===== src/rtl/addsub_pkg.sv =====
// Shared definitions for the digit-serial adder/subtractor: FSM encoding,
// mode constants and the digit-count helper.
package addsub_pkg;

  typedef enum logic [1:0] {
    IDLE = 2'd0,
    RUN  = 2'd1,
    DONE = 2'd2
  } state_t;

  localparam logic MODE_ADD = 1'b0;
  localparam logic MODE_SUB = 1'b1;

  function automatic int num_digits(input int width, input int digit);
    return width / digit;
  endfunction

endpackage


===== src/rtl/addsub_serial_if.sv =====
// Start/done handshake plus operand and result bus of the serial adder/subtractor.
interface addsub_serial_if #(
  parameter int WIDTH = 16
);
  logic             start;
  logic             ready;
  logic [WIDTH-1:0] A;
  logic [WIDTH-1:0] B;
  logic             Cin;
  logic [WIDTH-1:0] S;
  logic             Cout;
  logic             V;
  logic             Z;
  logic             done;

  modport master (output start, A, B, Cin, input ready, S, Cout, V, Z, done);
  modport slave  (input start, A, B, Cin, output ready, S, Cout, V, Z, done);
endinterface


===== src/rtl/addsub_digit.sv =====
// Combinational DIGIT-bit ripple adder; c_msb is the carry into the top bit
// so the caller can form signed overflow on the last digit.
module addsub_digit #(
  parameter int DIGIT = 4
) (
  input  logic [DIGIT-1:0] a,
  input  logic [DIGIT-1:0] b,
  input  logic             cin,
  output logic [DIGIT-1:0] sum,
  output logic             cout,
  output logic             c_msb
);

  logic [DIGIT:0] c;

  assign c[0] = cin;

  for (genvar i = 0; i < DIGIT; i++) begin : g_bit
    assign sum[i]  = a[i] ^ b[i] ^ c[i];
    assign c[i+1]  = (a[i] & b[i]) | (c[i] & (a[i] ^ b[i]));
  end

  assign cout  = c[DIGIT];
  assign c_msb = c[DIGIT-1];

endmodule


===== src/rtl/addsub_serial.sv =====
// Digit-serial A+B / A-B: one DIGIT slice per clock, LSB first, with the
// result and flags published only at the final step.
module addsub_serial
  import addsub_pkg::*;
#(
  parameter int WIDTH = 16,
  parameter int DIGIT = 4
) (
  input  logic           clk,
  input  logic           rst,
  addsub_serial_if.slave bus
);

  localparam int N     = num_digits(WIDTH, DIGIT);
  localparam int CNT_W = (N > 1) ? $clog2(N) : 1;

  if (DIGIT < 1 || DIGIT > WIDTH || (WIDTH % DIGIT) != 0) begin : g_bad_params
    $fatal(1, "addsub_serial: WIDTH must be a multiple of DIGIT with 1 <= DIGIT <= WIDTH");
  end

  state_t           st;
  logic [WIDTH-1:0] a_sh;
  logic [WIDTH-1:0] b_sh;
  logic             carry;
  logic [CNT_W-1:0] cnt;

  logic [WIDTH-1:0] s_q;
  logic             cout_q;
  logic             v_q;
  logic             z_q;
  logic             ready_q;
  logic             done_q;

  logic [DIGIT-1:0] d_sum;
  logic             d_cout;
  logic             d_cmsb;
  logic [WIDTH-1:0] full;

  addsub_digit #(.DIGIT(DIGIT)) u_digit (
    .a     (a_sh[DIGIT-1:0]),
    .b     (b_sh[DIGIT-1:0]),
    .cin   (carry),
    .sum   (d_sum),
    .cout  (d_cout),
    .c_msb (d_cmsb)
  );

  // Completed upper slices accumulate right-to-left; the new slice enters at the top.
  if (N == 1) begin : g_single
    assign full = d_sum;
  end else begin : g_multi
    logic [WIDTH-DIGIT-1:0] acc;

    always_ff @(posedge clk or posedge rst) begin
      if (rst) begin
        acc <= '0;
      end else if (st == RUN) begin
        acc <= full[WIDTH-1:DIGIT];
      end
    end

    assign full = {d_sum, acc};
  end

  always_ff @(posedge clk or posedge rst) begin
    if (rst) begin
      st      <= IDLE;
      a_sh    <= '0;
      b_sh    <= '0;
      carry   <= 1'b0;
      cnt     <= '0;
      s_q     <= '0;
      cout_q  <= 1'b0;
      v_q     <= 1'b0;
      z_q     <= 1'b0;
      ready_q <= 1'b1;
      done_q  <= 1'b0;
    end else begin
      case (st)
        IDLE: begin
          done_q <= 1'b0;
          if (bus.start) begin
            a_sh    <= bus.A;
            // Subtraction is A + ~B + 1: invert B and seed the carry with the mode bit.
            b_sh    <= bus.B ^ {WIDTH{bus.Cin == MODE_SUB}};
            carry   <= bus.Cin;
            cnt     <= '0;
            ready_q <= 1'b0;
            st      <= RUN;
          end
        end
        RUN: begin
          a_sh  <= a_sh >> DIGIT;
          b_sh  <= b_sh >> DIGIT;
          carry <= d_cout;
          cnt   <= cnt + 1'b1;
          if (cnt == CNT_W'(N - 1)) begin
            s_q    <= full;
            cout_q <= d_cout;
            v_q    <= d_cmsb ^ d_cout;
            z_q    <= (full == '0);
            done_q <= 1'b1;
            st     <= DONE;
          end
        end
        DONE: begin
          done_q  <= 1'b0;
          ready_q <= 1'b1;
          st      <= IDLE;
        end
        default: begin
          done_q  <= 1'b0;
          ready_q <= 1'b1;
          st      <= IDLE;
        end
      endcase
    end
  end

  assign bus.S     = s_q;
  assign bus.Cout  = cout_q;
  assign bus.V     = v_q;
  assign bus.Z     = z_q;
  assign bus.ready = ready_q;
  assign bus.done  = done_q;

endmodule

===== src/flat_wrapper.sv =====
// flat-port wrapper written by rule: the top's interface ports become plain ports
module addsub_serial_flat import addsub_pkg::*;
#(
  parameter int WIDTH = 16,
  parameter int DIGIT = 4
)
  (clk, rst, bus_start, bus_A, bus_B, bus_Cin, bus_ready, bus_S, bus_Cout, bus_V, bus_Z, bus_done);
  addsub_serial_if #(.WIDTH(WIDTH)) bus_i ();
  input  logic clk;
  input  logic rst;
  input wire logic [$bits(bus_i.start)-1:0] bus_start;
  input wire logic [$bits(bus_i.A)-1:0] bus_A;
  input wire logic [$bits(bus_i.B)-1:0] bus_B;
  input wire logic [$bits(bus_i.Cin)-1:0] bus_Cin;
  output wire logic [$bits(bus_i.ready)-1:0] bus_ready;
  output wire logic [$bits(bus_i.S)-1:0] bus_S;
  output wire logic [$bits(bus_i.Cout)-1:0] bus_Cout;
  output wire logic [$bits(bus_i.V)-1:0] bus_V;
  output wire logic [$bits(bus_i.Z)-1:0] bus_Z;
  output wire logic [$bits(bus_i.done)-1:0] bus_done;
  assign bus_i.start = bus_start;
  assign bus_i.A = bus_A;
  assign bus_i.B = bus_B;
  assign bus_i.Cin = bus_Cin;
  assign bus_ready = bus_i.ready;
  assign bus_S = bus_i.S;
  assign bus_Cout = bus_i.Cout;
  assign bus_V = bus_i.V;
  assign bus_Z = bus_i.Z;
  assign bus_done = bus_i.done;
  addsub_serial #(.WIDTH(WIDTH), .DIGIT(DIGIT)) u_core (.clk(clk), .rst(rst), .bus(bus_i));
endmodule

===== config.mk =====
export PLATFORM = sky130hd
export DESIGN_NAME = addsub_serial_flat
export DESIGN_NICKNAME = d
export VERILOG_FILES = /design/src/rtl/addsub_pkg.sv /design/src/rtl/addsub_serial_if.sv /design/src/rtl/addsub_digit.sv /design/src/rtl/addsub_serial.sv /design/src/flat_wrapper.sv
export SDC_FILE = /design/constraint.sdc
export NUM_CORES = 1
export LEC_CHECK = 0
export CAP_MARGIN = 10
export CORE_ASPECT_RATIO = 1.4
export CORE_UTILIZATION = 50
export DETAILED_ROUTE_END_ITERATION = 10
export PLACE_DENSITY = 0.77
export SLEW_MARGIN = 10
export SYNTH_ARGS = -nofsm -noshare
export SYNTH_HDL_FRONTEND = slang
export SYNTH_SLANG_ARGS = --single-unit
export TNS_END_PERCENT = 50

===== constraint.sdc =====
create_clock -name clk -period 7.8 [get_ports clk]
set_input_delay 2.34 -clock clk [delete_from_list [all_inputs] [get_ports clk]]
set_output_delay 2.34 -clock clk [all_outputs]
set_load 0.1 [all_outputs]

==> results of run 1 <==
==> state kept, by name (all words and copies together) (netlist names), 2 cells and up <==
signal              flops
u_core.st               2
u_core.bus.S           16
u_core.a_sh            16
u_core.b_sh            16
u_core.cnt              2
u_core.g_multi.acc     12
==> power by group through the flow <==
stage | sequential (uW) | clock [uW] | combinational, uW
after detailed placement | 636 | 0 | 1010
after CTS | 631 | 297 | 1020
after floorplan | 956 | 0 | 453
after global routing | 648 | 315 | 1080
after global placement | 628 | 0 | 986
final | 629 | 292 | 1010
==> cells in the mapped netlist (all sizes together), types with 3 or more instances <==
cell type	count	share of area, %
dfrtp	69	53
nand2	54	6.2
nor2b	22	4.2
a21oi	32	4.9
buf	14	2.6
o21ai	24	3.7
fa	4	2.4
clkbuf	6	0.69
mux2	14	4.8
nor2	5	0.65
a22o	3	0.80
and3b	12	3.2
xnor2	12	3.2
xor2	5	1.3
inv	11	1.3
o22a	13	3.5
==> routing by layer <==
layer	vias to the layer above	part of all wire, %
li1	1158	-
met1	1129	42
met2	61	51
met3	11	4.0
met4	0	2.2
met5	-	0
==> final cells by class <==
| type | count | area (um2) | share of cell area, % |
|---|---|---|---|
| inverters | 11 | 41.3 | 1.02 |
| well taps | 72 | 90.1 | 2.23 |
| clock buffers | 12 | 155 | 3.83 |
| flip-flops and latches | 70 | 1750 | 43.3 |
| clock inverters | 4 | 45.0 | 1.11 |
| multi-input cells | 213 | 1380 | 34.1 |
| repair buffers | 59 | 583 | 14.4 |
==> cell families after synthesis <==
group	after synthesis	share of synthesized area, %
adder cells (fa/ha/maj)	5	2.82
AO/OA/AOI/OAI	76	13.8
multiplexers	14	4.81
AND/OR/NAND/NOR	101	16.1
flip-flops	70	53.5
XOR/XNOR	17	4.54
buffers and inverters	31	4.50
==> metrics by stage <==
step | cells | hold slack, ps | power (uW) | util (%)
6_report | 441 | 487 | 1930 | 64.7
5_1_grt | 441 | 510 | 2050 | 64.7
2_1_floorplan | 314 | 450 | 1410 | -
3_3_place_gp | 425 | 462 | 1610 | 61.5
4_1_cts | 441 | 491 | 1940 | 64.7
3_5_place_dp | 425 | 475 | 1650 | 61.5
==> final timing paths <==
path	end	slack (ps)	depth (start not counted)
worst max-delay path	bus_ready	3440	1
worst min-delay path	u_core.a_sh[9]	490	2
worst max register to register	u_core.bus.Z	5080	10
worst min register to register	u_core.a_sh[9]	490	2
max in group asynchronous	u_core.bus.S[15]	4660	3
min in group asynchronous	u_core.bus.S[5]	2580	3
==> metrics.md, run 1 <==
| Metric | Value |
|---|---|
| Status | `finished clean` |
| CP Launch Point | `u_core.bus.ready` |
| Switch share | `46.8%` |
| Tot GR Track Use | `about a fifth` |
| Fillers | `around 530` |
| Post-Syn Area per Cell | `10.4 um2` |
| Chip Width | `~70 um` |
| Synth async-reset ratio | `between 90% and 100%` |
| Post-route cell area | `~4000 um2` |
| Max-cap viol count | `0` |
| Core area | `around 6300 um2` |
| Clk_lat worst skew | `approximately 340 ps` |
| N_diodes | `0` |
| TritonRoute pass-1 iters | `4` |
| Starting Density | `a little over half` |
| CP Data Arrival Time | `between 2000 and 2500 ps` |
| Setup TNS | `0 ps` |
| Reg2reg start | `u_core.carry` |
| Place WS | `3200 ps` |
| TritonCTS buffer count | `9` |
| Crit-path cells | `clkdlybuf4s50_1` |
| P_leak | `about 0.0018 uW` |
| CTS tree | `done` |
| Crit path buf inv count | `1` |
| Root buffer cell | `clkbuf_8` |
| PnR worst setup slack | `3440 ps` |
| Min-delay worst type | `reg2reg` |
| Final Hold Viols | `0` |
| Worst-path clk slew | `around 70 ps` |
| Syn Nets | `355` |
| Tmin final | `approximately 4400 ps` |
| Wirelength per Cell | `~15 um` |
| Die Y-Extent | `97.8 um` |
| H-tree levels | `3` |
| Period utilization | `between 50% and 60%` |
| Post-CTS Setup Bufs | `0` |
| Internal power | `slightly above 1000 uW` |
| Syn Std Cell Area | `3280 um2` |
| Total Wirelength | `~6400 um` |
| Syn-to-layout area delta | `23.4%` |
| Max Root-Sink Buffers | `2` |
| GR Overflow Total | `0` |
| Unrepaired setup endpoints after global routing | `no` |
| Slowest CP cell | `clkdlybuf4s50_1` |
| Power Density | `476 nW/um2` |
| Most common cell after layout, fill and taps aside | `dfrtp_1` |
| Number of global-route vias before repair | `2328` |
| Sequential power share | `32.6%` |
| Max Clk Rate | `roughly 230 MHz` |
| Hold-fix buffers, CTS | `0` |
| CP top delay family | `buffers and inverters` |
| GRT met1 Usage | `approximately a quarter` |
| Grt met3 use | `between 5 and 6%` |
| Final ANT Viol Nets | `0` |
| Synth Register Bits | `70` |
| Residual DRC count | `0` |
| Skew final | `between 6 and 7 ps` |
| Resized Gates After CTS | `0` |
| Gpl congestion | `0.763` |
| Yosys cell types | `31` |
| Pins Over Slew Limit | `0` |
| Total die area | `about 7000 um2` |
| Slew headroom | `about a third` |
| Rows | `34` |
| Share of post-route cells with drive strength above 1 | `10.0%` |
| Net Switching | `around 900 uW` |
| Worst-path fanout max | `2` |
| Global routing's busiest layer | `met2` |
| Number of enable flip-flop cells after synthesis | `0` |
| Top Ports | `57` |
| Crit end category | `output pin` |
| Count of final setup violators | `0` |
| Logic pwr share | `52.2%` |
| Worst path required time | `about 5500 ps` |
| Vias after detailed routing | `between 2000 and 2500` |
| Most frequent cells in the layout | `dfrtp_1, clkdlybuf4s50_1, nand2_1` |
| Synth Instances | `~310` |
| Main synth FF type | `dfrtp_1` |
| CP peak stage delay | `roughly 1100 ps` |
| Initial antenna violation count | `0` |
| Final nets | `approximately 400` |
| Post-DP HPWL | `4370 um` |
| Actual slew at the worst max-slew pin | `975 ps` |
| Sink Count | `70` |
| Critical path class | `reg2out` |
| Largest net degree at the start of global routing | `~70` |
| Power share of the clock group | `between 15 and 20%` |
| Post-synthesis sequential area ratio | `53.5%` |
| Via/cell ratio | `~5.3` |
| M2 GR Usage | `34.9%` |
| Placed inst area | `roughly 3800 um2` |
| PortBufs | `56` |
| Peak supply drop | `around 250 uV` |
| Synth warn | `0` |
| First-pass GRT wire length | `10900 um` |
| Min-delay src | `u_core.a_sh[9]` |
| Worst setup SP type | `register` |
| First DRT Iteration DRCs | `161` |
Note: power is estimated with default switching activity, not from simulation.
==> run 2: changes to the inputs <==
Settings changed: CORE_UTILIZATION 50 to 47, PLACE_DENSITY 0.77 to 0.76.
Clock period 7.8 ns to 3.7 ns, I/O delays scaled along.
==> metrics.md, run 2 (synthesis gave the netlist of run 1 again) <==
| Metric | Value |
|---|---|
| Status | `finished clean (unchanged)` |
| Resized Gates After CTS | `0 (unchanged)` |
| Min-delay worst type | `reg2reg (unchanged)` |
| Sequential power share | `33.8% (was 32.6%)` |
| Most frequent cells in the layout | `dfrtp_1, nand2_1, clkdlybuf4s50_1 (was dfrtp_1, clkdlybuf4s50_1, nand2_1)` |
| Largest net degree at the start of global routing | `71 (unchanged)` |
| Sink Count | `70 (unchanged)` |
| CTS tree | `done (unchanged)` |
| Hold-fix buffers, CTS | `0 (unchanged)` |
| Period utilization | `between 70% and 80%` |
| H-tree levels | `3 (unchanged)` |
| Post-CTS Setup Bufs | `0 (unchanged)` |
| Top Ports | `57 (unchanged)` |
| Chip Width | `72.6 um (was 70.4 um)` |
| Internal power | `2130 uW (was 1030 uW)` |
| Critical path class | `reg2reg (was reg2out)` |
| Via/cell ratio | `5.16 (was 5.35)` |
| Vias after detailed routing | `2377 (was 2359)` |
| Tmin final | `2630 ps` |
| Power share of the clock group | `15.5% (was 15.2%)` |
| Initial antenna violation count | `0 (unchanged)` |
| Residual DRC count | `0 (unchanged)` |
| Pwr Total | `4030 uW (was 1930 uW)` |
| TritonRoute pass-1 iters | `6 (was 4)` |
| Tot GR Track Use | `19.8% (was 20.5%)` |
| Logic pwr share | `50.7% (was 52.2%)` |
| Power Density | `998 nW/um2 (was 476 nW/um2)` |
| Number of global-route vias before repair | `2327 (was 2328)` |
| Final nets | `406 (was 405)` |
| Crit end category | `register (was output pin)` |
| CP Data Arrival Time | `2880 ps (was 2020 ps)` |
| Most common cell after layout, fill and taps aside | `dfrtp_1 (unchanged)` |
| Share of post-route cells with drive strength above 1 | `15.7% (was 10.0%)` |
| Core area | `6660 um2 (was 6250 um2)` |
| TritonCTS buffer count | `9 (unchanged)` |
| Final Util | `60.7% (was 64.7%)` |
| Worst-path clk slew | `80 ps (was 70 ps)` |
| Count of final setup violators | `0 (unchanged)` |
| N_diodes | `0 (unchanged)` |
| Post-DP HPWL | `4360 um (was 4370 um)` |
| Skew final | `10.4 ps (was 6.85 ps)` |
| Switch share | `47.1% (was 46.8%)` |
| PortBufs | `56 (unchanged)` |
| Die Y-Extent | `101 um (was 97.8 um)` |
| Worst setup SP type | `register (unchanged)` |
| Syn-to-layout area delta | `23.1% (was 23.4%)` |
| Final ANT Viol Nets | `0 (unchanged)` |
| Peak supply drop | `518 uV (was 254 uV)` |
| Root buffer cell | `clkbuf_8 (unchanged)` |
| Max Root-Sink Buffers | `2 (unchanged)` |
| Setup TNS | `0 ps (unchanged)` |
| Max Clk Rate | `roughly 380 MHz` |
| First-pass GRT wire length | `11000 um (was 10900 um)` |
| Gpl congestion | `0.744 (was 0.763)` |
| Clk_lat worst skew | `340 ps (about the same)` |
| P_leak | `0.00186 uW (was 0.00182 uW)` |
| Starting Density | `49.3% (was 52.4%)` |
| Total die area | `7320 um2 (was 6890 um2)` |
| Final Hold Viols | `0 (unchanged)` |
| Wirelength per Cell | `13.9 um (was 14.6 um)` |
| Worst-path fanout max | `3 (was 2)` |
| GR Overflow Total | `0 (unchanged)` |
| Slew headroom | `39.4% (was 34.8%)` |
| Total Wirelength | `6420 um (was 6450 um)` |
| Net Switching | `1900 uW (was 901 uW)` |
| Max-cap viol count | `0 (unchanged)` |
| Pins Over Slew Limit | `0 (unchanged)` |
| First DRT Iteration DRCs | `158 (was 161)` |
| Worst path required time | `3950 ps (was 5460 ps)` |
| Unrepaired setup endpoints after global routing | `no (unchanged)` |
| Rows | `35 (was 34)` |
| Actual slew at the worst max-slew pin | `906 ps (was 975 ps)` |
-- run 2: changes by cell type in the layout (fill, tap and decap cells not counted) --
| cell | previous run | this run |
|---|---|---|
| clkdlybuf4s50_1 | 56 | 35 |
| clkinv_4 | 0 | 1 |
| buf_4 | 3 | 24 |
| buf_12 | 0 | 1 |
| clkinv_2 | 3 | 1 |
-- run 2: path summary, 6_finish.rpt --
check	cells past startpoint	start	slack (ps)	to
max in group asynchronous	3	rst	2210	u_core.bus.ready
hold / removal	2	u_core.bus.ready	490	u_core.bus.ready
setup / recovery	10	u_core.carry	1070	u_core.bus.Z
min in group asynchronous	3	rst	1160	u_core.a_sh[1]
hold reg to reg	2	u_core.bus.ready	490	u_core.bus.ready
setup reg to reg	10	u_core.carry	1070	u_core.bus.Z
-- run 2: layout make-up --
type / count / area (um2)
repair buffers: 60 / 551
clock inverters: 3 / 43.8
multi-input cells: 213 / 1380
clock buffers: 12 / 155
inverters: 11 / 41.3
flip-flops and latches: 70 / 1750
fillers: 582 / 2620
well taps: 92 / 115
-- run 2: layer usage --
metal / up-vias / part of all wire [%] / GRT usage [%]
li1: 1163 / - / -
met1: 1144 / 43 / 25.1
met2: 62 / 52 / 32.1
met3: 8 / 3.5 / 5.70
met4: 0 / 1.5 / 6.94
met5: - / 0 / 0
-- run 2: power by group through the flow --
stage / Combinational, uW / Clock (uW) / Sequential (uW)
finish: 2040 / 623 / 1360
global route: 2220 / 664 / 1410
CTS: 2060 / 638 / 1370
detailed placement: 2060 / 0 / 1380
global placement: 2010 / 0 / 1360
floorplan: 956 / 0 / 2010
-- run 2: worst max-delay path, cell delays in order (launching register included) --
cell and delay (ps):
dfrtp_1 350, inv_1 60, fa_1 420, inv_1 90, fa_1 200, fa_1 230, inv_1 70, fa_1 590
nor4b_1 260, nand4_1 130, o21ai_0 150
-- run 2: through the flow --
step / setup slack, ps / hold WS, ps / instances / area, um2
2_1_floorplan: 823 / 450 / 314 / 3280
3_3_place_gp: 810 / 461 / 446 / 3840
3_5_place_dp: 759 / 470 / 446 / 3840
4_1_cts: 1050 / 488 / 461 / 4040
5_1_grt: 834 / 512 / 461 / 4040
6_report: 1070 / 485 / 461 / 4040
